==> config.mk <==
export PLATFORM = sky130hd
export DESIGN_NAME = t10_lcd_writer_flat
export DESIGN_NICKNAME = d
export VERILOG_FILES = /design/src/rtl/t10_lcd_pkg.sv /design/src/rtl/t10_lcd_writer_if.sv /design/src/rtl/t10_lcd_byte_tx.sv /design/src/rtl/t10_lcd_writer.sv /design/src/flat_wrapper.sv
export SDC_FILE = /design/constraint.sdc
export NUM_CORES = 1
export LEC_CHECK = 0
export CORE_MARGIN = 10
export CORE_UTILIZATION = 30
export CTS_BUF_LIST = sky130_fd_sc_hd__clkbuf_4 sky130_fd_sc_hd__clkbuf_8
export DETAILED_ROUTE_END_ITERATION = 8
export GPL_ROUTABILITY_DRIVEN = 0
export GPL_TIMING_DRIVEN = 1
export HOLD_SLACK_MARGIN = 0.15
export MAX_ROUTING_LAYER = met4
export PLACE_DENSITY = 0.46
export SETUP_SLACK_MARGIN = 0.5
export SYNTH_ARGS = -nofsm -noshare
export SYNTH_HDL_FRONTEND = slang
export SYNTH_HIERARCHICAL = 1
export SYNTH_SLANG_ARGS = --single-unit
==> constraint.sdc <==
create_clock -name clk -period 4.2 [get_ports clk]
set_input_delay 1.05 -clock clk [delete_from_list [all_inputs] [get_ports clk]]
set_output_delay 1.05 -clock clk [all_outputs]
set_load 0.02 [all_outputs]
==> src/rtl/t10_lcd_pkg.sv <==
// Shared types, command bytes and byte-selection helpers for the 16x2 character LCD writer.
package t10_lcd_pkg;

  localparam int unsigned ROW_W     = 128;
  localparam int unsigned IDX_W     = 6;
  localparam int unsigned N_INIT    = 4;
  localparam int unsigned N_REFRESH = 34;

  localparam logic [7:0] LCD_FUNC_SET = 8'h38;
  localparam logic [7:0] LCD_DISP_ON  = 8'h0C;
  localparam logic [7:0] LCD_CLEAR    = 8'h01;
  localparam logic [7:0] LCD_ENTRY    = 8'h06;
  localparam logic [7:0] LCD_ROW0     = 8'h80;
  localparam logic [7:0] LCD_ROW1     = 8'hC0;

  typedef enum logic [1:0] {POWERUP, INIT, REFRESH, IDLE} lcd_state_e;
  typedef enum logic [1:0] {SETUP, PULSE, WAIT} byte_phase_e;

  typedef struct packed {
    logic       rs;
    logic       long_wait;
    logic [7:0] data;
  } lcd_byte_t;

  // Column 0 sits in the top byte of a row, so the byte offset is (15 - col).
  function automatic logic [7:0] row_char(input logic [ROW_W-1:0] row, input logic [3:0] col);
    logic [6:0] lsb;
    lsb = {~col, 3'b000};
    return row[lsb +: 8];
  endfunction

  function automatic lcd_byte_t init_byte(input logic [1:0] i);
    lcd_byte_t b;
    b.rs        = 1'b0;
    b.long_wait = 1'b0;
    case (i)
      2'd0:    b.data = LCD_FUNC_SET;
      2'd1:    b.data = LCD_DISP_ON;
      2'd2:    begin b.data = LCD_CLEAR; b.long_wait = 1'b1; end
      default: b.data = LCD_ENTRY;
    endcase
    return b;
  endfunction

  // Refresh order: ROW0, 16 top chars, ROW1, 16 bottom chars.
  function automatic lcd_byte_t refresh_byte(input logic [IDX_W-1:0] idx,
                                             input logic [ROW_W-1:0] sh_top,
                                             input logic [ROW_W-1:0] sh_bot);
    lcd_byte_t b;
    b.long_wait = 1'b0;
    if (idx == IDX_W'(0)) begin
      b.rs = 1'b0; b.data = LCD_ROW0;
    end else if (idx <= IDX_W'(16)) begin
      b.rs = 1'b1; b.data = row_char(sh_top, 4'(idx - 6'd1));
    end else if (idx == IDX_W'(17)) begin
      b.rs = 1'b0; b.data = LCD_ROW1;
    end else begin
      b.rs = 1'b1; b.data = row_char(sh_bot, 4'(idx - 6'd18));
    end
    return b;
  endfunction

endpackage

==> src/rtl/t10_lcd_writer_if.sv <==
// Row content from the host formatter plus the LCD pad bus and busy flag.
interface t10_lcd_writer_if;
  import t10_lcd_pkg::*;

  logic [ROW_W-1:0] top;
  logic [ROW_W-1:0] bottom;
  logic             lcd_en;
  logic             lcd_rs;
  logic             lcd_rw;
  logic [7:0]       lcd_data;
  logic             busy;

  modport master (output top, bottom, input lcd_en, lcd_rs, lcd_rw, lcd_data, busy);
  modport slave  (input top, bottom, output lcd_en, lcd_rs, lcd_rw, lcd_data, busy);
endinterface

==> src/rtl/t10_lcd_byte_tx.sv <==
// One LCD bus write: setup cycle, enable pulse, then a settle wait; rs/data held throughout.
module t10_lcd_byte_tx
  import t10_lcd_pkg::*;
#(
  parameter int unsigned EN_PULSE_CYC   = 10,
  parameter int unsigned CMD_WAIT_CYC   = 1000,
  parameter int unsigned CLEAR_WAIT_CYC = 50000,
  parameter int unsigned CNT_W          = 17
) (
  input  logic       clk,
  input  logic       nRst,
  input  logic       start,
  input  logic       rs,
  input  logic [7:0] data,
  input  logic       long_wait,
  output logic       done,
  output logic       lcd_en,
  output logic       lcd_rs,
  output logic [7:0] lcd_data
);

  byte_phase_e      phase, phase_nxt;
  logic             active, active_nxt;
  logic [CNT_W-1:0] cnt, cnt_nxt;
  logic             long_q, long_nxt;
  logic             en_q, en_nxt;
  logic             rs_q, rs_nxt;
  logic [7:0]       data_q, data_nxt;
  logic             done_q, done_nxt;

  always_ff @(posedge clk or negedge nRst) begin
    if (!nRst) begin
      phase  <= SETUP;
      active <= 1'b0;
      cnt    <= '0;
      long_q <= 1'b0;
      en_q   <= 1'b0;
      rs_q   <= 1'b0;
      data_q <= 8'h00;
      done_q <= 1'b0;
    end else begin
      phase  <= phase_nxt;
      active <= active_nxt;
      cnt    <= cnt_nxt;
      long_q <= long_nxt;
      en_q   <= en_nxt;
      rs_q   <= rs_nxt;
      data_q <= data_nxt;
      done_q <= done_nxt;
    end
  end

  always_comb begin
    phase_nxt  = phase;
    active_nxt = active;
    cnt_nxt    = cnt;
    long_nxt   = long_q;
    en_nxt     = 1'b0;
    rs_nxt     = rs_q;
    data_nxt   = data_q;

    if (active) begin
      case (phase)
        SETUP: begin
          phase_nxt = PULSE;
          cnt_nxt   = CNT_W'(EN_PULSE_CYC - 1);
          en_nxt    = 1'b1;
        end
        PULSE: begin
          if (cnt == '0) begin
            phase_nxt = WAIT;
            cnt_nxt   = long_q ? CNT_W'(CLEAR_WAIT_CYC - 1) : CNT_W'(CMD_WAIT_CYC - 1);
          end else begin
            cnt_nxt = cnt - CNT_W'(1);
            en_nxt  = 1'b1;
          end
        end
        default: begin
          if (cnt == '0) active_nxt = 1'b0;
          else           cnt_nxt    = cnt - CNT_W'(1);
        end
      endcase
    end

    // A new byte may be accepted in the final wait cycle for gapless back-to-back writes.
    if (start && (!active || done_q)) begin
      active_nxt = 1'b1;
      phase_nxt  = SETUP;
      cnt_nxt    = '0;
      en_nxt     = 1'b0;
      rs_nxt     = rs;
      data_nxt   = data;
      long_nxt   = long_wait;
    end

    done_nxt = active_nxt && (phase_nxt == WAIT) && (cnt_nxt == '0);
  end

  assign done     = done_q;
  assign lcd_en   = en_q;
  assign lcd_rs   = rs_q;
  assign lcd_data = data_q;

endmodule

==> src/rtl/t10_lcd_writer.sv <==
// Sequencer: power-up delay, HD44780 init, then full two-row refresh whenever the rows change.
module t10_lcd_writer
  import t10_lcd_pkg::*;
#(
  parameter int unsigned POWERUP_CYC    = 500000,
  parameter int unsigned EN_PULSE_CYC   = 10,
  parameter int unsigned CMD_WAIT_CYC   = 1000,
  parameter int unsigned CLEAR_WAIT_CYC = 50000
) (
  input  logic              clk,
  input  logic              nRst,
  t10_lcd_writer_if.slave   bus
);

  localparam int unsigned MAX_A   = (POWERUP_CYC > EN_PULSE_CYC) ? POWERUP_CYC : EN_PULSE_CYC;
  localparam int unsigned MAX_B   = (CMD_WAIT_CYC > CLEAR_WAIT_CYC) ? CMD_WAIT_CYC : CLEAR_WAIT_CYC;
  localparam int unsigned MAX_CYC = (MAX_A > MAX_B) ? MAX_A : MAX_B;
  localparam int unsigned CNT_W   = $clog2(MAX_CYC) + 1;

  lcd_state_e       state, state_nxt;
  logic [CNT_W-1:0] pcnt, pcnt_nxt;
  logic [IDX_W-1:0] idx, idx_nxt;
  logic             kick, kick_nxt;
  logic [ROW_W-1:0] shadow_top, shadow_top_nxt;
  logic [ROW_W-1:0] shadow_bot, shadow_bot_nxt;
  logic             busy_q;
  lcd_byte_t        cur_c;
  logic             tx_start_c;
  logic             tx_done;
  logic             rows_differ_c;

  always_ff @(posedge clk or negedge nRst) begin
    if (!nRst) begin
      state      <= POWERUP;
      pcnt       <= '0;
      idx        <= '0;
      kick       <= 1'b0;
      shadow_top <= '0;
      shadow_bot <= '0;
      busy_q     <= 1'b1;
    end else begin
      state      <= state_nxt;
      pcnt       <= pcnt_nxt;
      idx        <= idx_nxt;
      kick       <= kick_nxt;
      shadow_top <= shadow_top_nxt;
      shadow_bot <= shadow_bot_nxt;
      busy_q     <= (state_nxt != IDLE);
    end
  end

  assign rows_differ_c = ({bus.top, bus.bottom} != {shadow_top, shadow_bot});

  // idx is the next byte to issue; kick marks the first cycle of a sending state.
  always_comb begin
    state_nxt      = state;
    pcnt_nxt       = pcnt;
    idx_nxt        = idx;
    kick_nxt       = 1'b0;
    shadow_top_nxt = shadow_top;
    shadow_bot_nxt = shadow_bot;
    tx_start_c     = 1'b0;
    cur_c          = (state == INIT) ? init_byte(idx[1:0]) : refresh_byte(idx, shadow_top, shadow_bot);

    case (state)
      POWERUP: begin
        if (pcnt == CNT_W'(POWERUP_CYC - 1)) begin
          state_nxt = INIT;
          kick_nxt  = 1'b1;
          idx_nxt   = '0;
        end else begin
          pcnt_nxt = pcnt + CNT_W'(1);
        end
      end
      INIT: begin
        if (kick || (tx_done && idx != IDX_W'(N_INIT))) begin
          tx_start_c = 1'b1;
          idx_nxt    = idx + IDX_W'(1);
        end else if (tx_done) begin
          state_nxt = REFRESH;
          kick_nxt  = 1'b1;
          idx_nxt   = '0;
        end
      end
      REFRESH: begin
        if (kick) begin
          shadow_top_nxt = bus.top;
          shadow_bot_nxt = bus.bottom;
          tx_start_c     = 1'b1;
          idx_nxt        = idx + IDX_W'(1);
        end else if (tx_done) begin
          if (idx != IDX_W'(N_REFRESH)) begin
            tx_start_c = 1'b1;
            idx_nxt    = idx + IDX_W'(1);
          end else if (rows_differ_c) begin
            kick_nxt = 1'b1;
            idx_nxt  = '0;
          end else begin
            state_nxt = IDLE;
          end
        end
      end
      default: begin
        if (rows_differ_c) begin
          state_nxt = REFRESH;
          kick_nxt  = 1'b1;
          idx_nxt   = '0;
        end
      end
    endcase
  end

  t10_lcd_byte_tx #(
    .EN_PULSE_CYC  (EN_PULSE_CYC),
    .CMD_WAIT_CYC  (CMD_WAIT_CYC),
    .CLEAR_WAIT_CYC(CLEAR_WAIT_CYC),
    .CNT_W         (CNT_W)
  ) u_byte_tx (
    .clk      (clk),
    .nRst     (nRst),
    .start    (tx_start_c),
    .rs       (cur_c.rs),
    .data     (cur_c.data),
    .long_wait(cur_c.long_wait),
    .done     (tx_done),
    .lcd_en   (bus.lcd_en),
    .lcd_rs   (bus.lcd_rs),
    .lcd_data (bus.lcd_data)
  );

  assign bus.lcd_rw = 1'b0;
  assign bus.busy   = busy_q;

endmodule

==> src/flat_wrapper.sv <==
// flat-port wrapper written by rule: the top's interface ports become plain ports
module t10_lcd_writer_flat import t10_lcd_pkg::*;
#(
  parameter int unsigned POWERUP_CYC    = 500000,
  parameter int unsigned EN_PULSE_CYC   = 10,
  parameter int unsigned CMD_WAIT_CYC   = 1000,
  parameter int unsigned CLEAR_WAIT_CYC = 50000
)
  (clk, nRst, bus_top, bus_bottom, bus_lcd_en, bus_lcd_rs, bus_lcd_rw, bus_lcd_data, bus_busy);
  t10_lcd_writer_if bus_i ();
  input  logic clk;
  input  logic nRst;
  input wire logic [$bits(bus_i.top)-1:0] bus_top;
  input wire logic [$bits(bus_i.bottom)-1:0] bus_bottom;
  output wire logic [$bits(bus_i.lcd_en)-1:0] bus_lcd_en;
  output wire logic [$bits(bus_i.lcd_rs)-1:0] bus_lcd_rs;
  output wire logic [$bits(bus_i.lcd_rw)-1:0] bus_lcd_rw;
  output wire logic [$bits(bus_i.lcd_data)-1:0] bus_lcd_data;
  output wire logic [$bits(bus_i.busy)-1:0] bus_busy;
  assign bus_i.top = bus_top;
  assign bus_i.bottom = bus_bottom;
  assign bus_lcd_en = bus_i.lcd_en;
  assign bus_lcd_rs = bus_i.lcd_rs;
  assign bus_lcd_rw = bus_i.lcd_rw;
  assign bus_lcd_data = bus_i.lcd_data;
  assign bus_busy = bus_i.busy;
  t10_lcd_writer #(.POWERUP_CYC(POWERUP_CYC), .EN_PULSE_CYC(EN_PULSE_CYC), .CMD_WAIT_CYC(CMD_WAIT_CYC), .CLEAR_WAIT_CYC(CLEAR_WAIT_CYC)) u_core (.clk(clk), .nRst(nRst), .bus(bus_i));
endmodule
Yosys cells after proc, flatten, opt, wreduce, memory -nomap -nowiden

Cells that the tools add are included.

Register bits: 321

Add/sub/neg operators: 5
Shifts and indexed selects: 2
$lt $le $gt $ge: 1
Equality and inequality tests: 15
Bitwise operators: 3
Reductions and logical operators: 17
Mux-type cells: 56

Operator list:

| kind                  | number |
|---|---|
| $ne 256x256->1        | 1 |
| $shiftx 128x8->8      | 2 |
| $mux 20               | 4 |
| $mux 6                | 7 |
| $logic_not 20->1      | 2 |
| $pmux 20 s2           | 1 |
| $pmux 6 s3            | 2 |
| $mux 8                | 3 |
| $mux 2                | 11 |
| $mux 1                | 21 |
| $add 20x1->20 const B | 1 |
| $eq 20x19->1 const B  | 1 |
| $sub 20x1->20 const B | 1 |
| $mux 16               | 1 |
| $mux 10               | 1 |
| $not 4->4             | 2 |
| $add 6x1->6 const B   | 1 |
| $eq 2x1->1 const B    | 3 |
| $eq 2x2->1 const B    | 3 |
| $eq 6x5->1 const B    | 1 |
| $le 6x5->1 const B    | 1 |
| $logic_not 2->1       | 3 |
| $logic_not 6->1       | 1 |
| $ne 6x3->1 const B    | 1 |
| other kinds (18)      | 24 |

Logic depth before layout (Yosys ltp)

Gate-level depths: netlist (run 1).

Word-level depth: 10
Mapped depth: 17
Depth with buffers taken out: 14

Modules after synthesis

The synthesis (run 1) kept the hierarchy.

By module, submodules not included:

| module          | cells each | sequential area each (µm²) | area each (µm²) | instances |
|---|---|---|---|---|
| t10_lcd_writer  | 1201       | 7158.1                     | 16014.1         | 1 |
| t10_lcd_byte_tx | 242        | 875.8                      | 2138.3          | 1 |

Worst setup path after synthesis (run 1)

OpenSTA, ideal clock, no wires.

Path type: flip-flop to flip-flop
Start point: register u_core.idx[0]
End point: register u_core.u_byte_tx.done_q (netlist: u_core/u_byte_tx/done)
Slack: 0.362 ns
Stages on the path, launching flop included: 18
Required time: 4.104 ns
Arrival time: 3.742 ns
Cell sequence: dfrtp_1 -> clkbuf_1 -> clkbuf_1 -> buf_1 -> inv_1 -> ha_1 -> nand2b_1 -> nor4b_1 -> o21ai_0 -> a21oi_1 -> nor2_1 -> and2_1 -> clkbuf_1 -> a21oi_1 -> or3b_1 -> a2111oi_2 -> nand4b_1 -> nor4_2

Elaborated cells on any way between the ends: 17
Those cells by class: eq/ne (3); mux (8); reduce/logical (6)

RTL lines:

| item                                        | RTL line                                   | text |
|---|---|---|
| start: declaration                          | t10_lcd_writer.sv:22                       | `logic [IDX_W-1:0] idx, idx_nxt;` |
| start signal: assignment                    | t10_lcd_writer.sv:44                       | `idx <= idx_nxt;` |
| $ne 6x6->1 or $ne 6x3->1 (tied branches)    | t10_lcd_writer.sv:92, t10_lcd_writer.sv:76 |  |
| $mux 1 or $logic_and 1x1->1 (tied branches) | t10_lcd_writer.sv:92, t10_lcd_writer.sv:76 |  |
| $mux 1 or $logic_or 1x1->1 (tied branches)  | t10_lcd_writer.sv:91, t10_lcd_writer.sv:76 |  |
| $mux 1, on equally long branches            | t10_lcd_writer.sv:86, t10_lcd_writer.sv:76 |  |
| $pmux 1 s2 (*)                              | t10_lcd_writer.sv:65                       | `case (state)` |
| via u_core.tx_start_c                       | t10_lcd_writer.sv:28                       | `logic tx_start_c;` |
| $logic_and 1x1->1 (*)                       | t10_lcd_byte_tx.sv:86                      | `if (start && (!active \|\| done_q)) begin` |
| $mux 20 (*)                                 | t10_lcd_byte_tx.sv:86                      |  |
| via u_core.u_byte_tx.cnt_nxt[0]             | t10_lcd_byte_tx.sv:24                      | `logic [CNT_W-1:0] cnt, cnt_nxt;` |
| $logic_not 20->1 (*)                        | t10_lcd_byte_tx.sv:96                      | `done_nxt = active_nxt && (phase_nxt == WAIT) && (cnt_nxt == '0);` |
| $logic_and 1x1->1 (*)                       | t10_lcd_byte_tx.sv:96                      |  |
| via u_core.u_byte_tx.done_nxt               | t10_lcd_byte_tx.sv:29                      | `logic done_q, done_nxt;` |
| end signal: assignment                      | t10_lcd_byte_tx.sv:49                      | `done_q <= done_nxt;` |
| end: declaration                            | t10_lcd_byte_tx.sv:29                      |  |

The timed path passes the listed nets; every way through them passes the cells marked *.
A chain may end at the register's enable or synchronous reset.

Final worst setup path (run 1)

Start point: input bus_top[102]
End point: register u_core.busy_q (netlist: u_core/bus.busy)

Word-level cells in the longest chain between the ends: 7
Elaborated cells on any way between the ends: 8
Those cells by class: eq/ne (2); mux (6)

RTL lines:

| item                   | RTL line             | text |
|---|---|---|
| start: declaration     | flat_wrapper.sv:13   | `input wire logic [$bits(bus_i.top)-1:0] bus_top;` |
| $ne 256x256->1 (*)     | t10_lcd_writer.sv:52 | `assign rows_differ_c = ({bus.top, bus.bottom} != {shadow_top, shadow_bot});` |
| $mux 2                 | t10_lcd_writer.sv:95 | `end else if (rows_differ_c) begin` |
| $mux 2                 | t10_lcd_writer.sv:92 | `if (idx != IDX_W'(N_REFRESH)) begin` |
| $mux 2                 | t10_lcd_writer.sv:91 | `end else if (tx_done) begin` |
| $mux 2                 | t10_lcd_writer.sv:86 | `if (kick) begin` |
| $pmux 2 s3 (*)         | t10_lcd_writer.sv:65 |  |
| $ne 2x2->1 (*)         | t10_lcd_writer.sv:48 | `busy_q <= (state_nxt != IDLE);` |
| end signal: assignment | t10_lcd_writer.sv:48 |  |
| end: declaration       | t10_lcd_writer.sv:26 | `logic busy_q;` |

Mark *: on every way between the ends. The rest lies on a longest branch, timed or not.

==> results.ini, run 1 <==
[timing]
rsz_0062_raised_after_global_routing=no
fin_tns_setup_ns=0
hold_violations=0
fmax_mhz=279
timing.final.crit_share=0.854
min_period_ns=3.59
max_slew_margin=0.360
finalSetupViolations=0
final_max_slew_viol_count=0
setup_ws_ns=0.615
worst_slew_pin_slew_ns=0.960
final.setup_skew_ns=0.0494
timing.hold.ws_ns=0.393

[outcome]
outcome=finished clean

[cells_and_area]
syn_to_final_growth_pct=29.5
multi_input_comb_area_um2=9820
finalInstanceArea_um2=23500
post-route-util=0.391
seq_area_um2=8040
final_cell_count_no_fill=2602
finish.net_count=2046
drive_above_1_share=0.301
fillers=5841

[routing]
avgViaCountPerCell=5.07
post_drt_wl_per_cell_um=27.4
detail_route.drc_violations=0
drt_wl_total_um=71200
postRouteAntennaNets=0
drt-pass1-iter-count=6
number_of_violations_reported_at_the_end_of_detailed_routing_iteration_0=907
via_count=13196

[power_and_ir_drop]
seq_power_share=0.432
report.power.total_mw=7.77
power.combinational.fraction=0.128
switching_pwr_mw=2.11
total_power_density_per_cell_area_nw_per_um2=331
power_report.internal_total_mw=5.66
share_clk_of_total_power=0.440
max-vdd-ir-drop_mv=0.173
netSwitchingFraction=0.271
leakage_nw=9.63

[clocking]
clock_tree.root_cell=sky130_fd_sc_hd__clkbuf_8
htree_levels=3
cts.sink_count=321
clock_network_latency_to_the_later_pin_of_the_worst_skew_pair_ns=0.65
clk_pin_slew_worst_paths_ns=0.06
tritoncts=done
ctsLongestPathBuffers=3
cts_made_buffers=66

[critical_path]
crit_start=bus_top[102]
r2r-start=u_core/state[1]$_DFF_PN0_
crit_path_cell_trace=clkdlybuf4s50_1, xor2_1, nor4_1, buf_4, nand4_1, nor4_1, nand4_1, or3b_1, a22o_1, a221o_1
critical_path_arrival_ns=4.15
crit_path_max_incr_delay_ns=0.55
cp.required_ns=4.77
cp-end-kind=flop
timing.critical_path.slowest_stage_cell=sky130_fd_sc_hd__nor4_1
crit_type=in -> reg
path_max_fanout=2
setup.worst_path.start_class=input pin

[synth]
postSynthRegisterBits=321
syn_area_um2=18200
async_flop_share=1.00
ys_warn_count=6
synth_cell_type_count=81
synth-seq-area-share=0.443
synth_flop_cell=sky130_fd_sc_hd__dfrtp_1
syn_inst=1443
synth_edf_count=0
synth_fp_nets=1715
syn_area_per_cell_um2=12.6

[placed_design]
placement.cell_area_um2=22100
worst_slack_at_placement_ns=-0.209
hpwl_um=56200
placed_cells=2485
buffer_ports.inserted=268

[die]
start_util=0.302
die_width_um=266
die-area_um2=70700
ios=270
num_rows=90
core_area_um2=60100
die-height_um=266

[global_routing]
grt_start_max_net_pins=88
grt_antenna_before_repair=1
grt_pass1_vias=14024
overflow=0
grt_pass1_wl_um=99600
grt_util_all_layers=0.203

[job]
drv_cap=0

[min_path]
min_path_type=in -> async

[worst max-delay path, delay by kind of cell]
kind | cells | cell delay [ns]
AO/OA/AOI/OAI | 2 | 0.56
AND/OR/NAND/NOR | 5 | 1.67
buffers and inverters | 2 | 0.68
XOR/XNOR | 1 | 0.21
[layout make-up]
cell class | count | area share
Antenna cell | 2 | 0.000213
Sequential cell | 321 | 0.342
Tap cell | 782 | 0.0416
Inverter | 19 | 0.00303
Multi-Input combinational cell | 1040 | 0.418
Timing Repair Buffer | 326 | 0.138
Clock inverter | 11 | 0.00389
Clock buffer | 101 | 0.0538
[layer usage]
layer / GRT usage / part of all wire
met3: 0.0361 / 0.041
met5: - / 0
met1: 0.253 / 0.44
met4: 0.0448 / 0.016
met2: 0.339 / 0.50
[logic make-up after synthesis]
kind of cell	Yosys count	share of synthesized area
simple gates	304	0.0934
other cells	1	0.000207
mux	342	0.261
xor+xnor	281	0.136
compound gates	98	0.0382
flops	321	0.443
buf+inv	82	0.0190
fa+ha+maj	14	0.00965
[cell usage after synthesis, types with 3 or more instances]
| library cell | n | area, um^2 |
|---|---|---|
| sky130_fd_sc_hd__or3_1 | 5 | 31.3 |
| sky130_fd_sc_hd__and3_1 | 7 | 43.8 |
| sky130_fd_sc_hd__a21o_1 | 5 | 37.5 |
| sky130_fd_sc_hd__nor2b_1 | 3 | 18.8 |
| sky130_fd_sc_hd__o21ai_0 | 26 | 130 |
| sky130_fd_sc_hd__a31oi_1 | 3 | 18.8 |
| sky130_fd_sc_hd__and2_1 | 9 | 56.3 |
| sky130_fd_sc_hd__xnor2_1 | 83 | 727 |
| sky130_fd_sc_hd__nand4_1 | 40 | 250 |
| sky130_fd_sc_hd__a22o_1 | 3 | 26.3 |
| sky130_fd_sc_hd__buf_4 | 3 | 22.5 |
| sky130_fd_sc_hd__nand2_1 | 76 | 285 |
| sky130_fd_sc_hd__or2_2 | 7 | 43.8 |
| sky130_fd_sc_hd__o211ai_1 | 5 | 37.5 |
| sky130_fd_sc_hd__nor3b_1 | 4 | 30.0 |
| sky130_fd_sc_hd__nand2b_1 | 6 | 37.5 |
| sky130_fd_sc_hd__mux2_2 | 256 | 2880 |
| sky130_fd_sc_hd__nor3_1 | 11 | 55.1 |
| sky130_fd_sc_hd__nor4_1 | 59 | 369 |
| sky130_fd_sc_hd__a21oi_1 | 17 | 85.1 |
| sky130_fd_sc_hd__buf_1 | 16 | 60.1 |
| sky130_fd_sc_hd__nor2_1 | 34 | 128 |
| sky130_fd_sc_hd__mux4_2 | 80 | 1800 |
| sky130_fd_sc_hd__ha_1 | 14 | 175 |
| sky130_fd_sc_hd__inv_1 | 18 | 67.6 |
| sky130_fd_sc_hd__dfrtp_1 | 320 | 8010 |
| sky130_fd_sc_hd__a221oi_1 | 4 | 35.0 |
| sky130_fd_sc_hd__nand3_1 | 17 | 85.1 |
| sky130_fd_sc_hd__o22ai_1 | 5 | 31.3 |
| sky130_fd_sc_hd__clkbuf_1 | 40 | 150 |
| sky130_fd_sc_hd__mux2i_1 | 6 | 60.1 |
| sky130_fd_sc_hd__xor2_1 | 198 | 1730 |
[timing repair]
item	in CTS	in global routing
gates resized for setup	1	6
setup buffers	0	3
hold buffers	0	0
pin swaps	0	2
setup endpoints to repair	1	1
hold endpoints to repair	0	0
[flip-flops by register name, summed over array words and instances (netlist names)]
register,flops
u_core/u_byte_tx/long_q,1
u_core/u_byte_tx/cnt,20
u_core/u_byte_tx/active,1
u_core/u_byte_tx/lcd_data,8
u_core/bus.busy,1
u_core/u_byte_tx/done,1
u_core/idx,6
u_core/kick,1
u_core/state,2
u_core/pcnt,20
u_core/u_byte_tx/phase,2
u_core/u_byte_tx/lcd_en,1
u_core/shadow_top,128
u_core/u_byte_tx/lcd_rs,1
u_core/shadow_bot,128
[cell usage in the layout (no fill, tap or decap), types with 49 or more instances in the layout]
| cell | count |
|---|---|
| sky130_fd_sc_hd__dfrtp_1 | 318 |
| sky130_fd_sc_hd__clkdlybuf4s50_1 | 267 |
| sky130_fd_sc_hd__mux2_2 | 256 |
| sky130_fd_sc_hd__xor2_1 | 198 |
| sky130_fd_sc_hd__xnor2_1 | 83 |
| sky130_fd_sc_hd__clkbuf_8 | 81 |
| sky130_fd_sc_hd__mux4_2 | 80 |
| sky130_fd_sc_hd__nand2_1 | 75 |
| sky130_fd_sc_hd__nor4_1 | 57 |
| sky130_fd_sc_hd__buf_4 | 49 |
[path summary, 6_finish.rpt]
path                            depth (start not counted)                            endpoint  slack (ns)
worst max register to register                         12     u_core/u_byte_tx/done$_DFF_PN0_        0.67
min in group clk                                        1         u_core/pcnt[19]$_DFFE_PN0P_        0.48
worst min register to register                          1         u_core/pcnt[19]$_DFFE_PN0P_        0.48
worst min-delay path                                    1  u_core/u_byte_tx/cnt[18]$_DFF_PN0_        0.39
max in group asynchronous                               2  u_core/shadow_top[110]$_DFFE_PN0P_        2.82
worst max-delay path                                   10           u_core/bus.busy$_DFF_PN1_        0.61
[power by group through the flow]
stage	registers (mW)	clock network, mW	logic [mW]
after CTS	3.35	3.53	1.01
after global placement	3.40	0	1.00
after floorplan	3.36	0	0.361
after detailed placement	3.41	0	1.01
final	3.36	3.42	0.994
after global routing	3.37	3.68	1.05
Note: power is estimated with default switching activity, not from simulation.
==> run 2: changes to the inputs <==
SLEW_MARGIN = 20   (was unset)
==> results of run 2 <==
The final DEF is identical to that of run 1; final timing and power are the same.
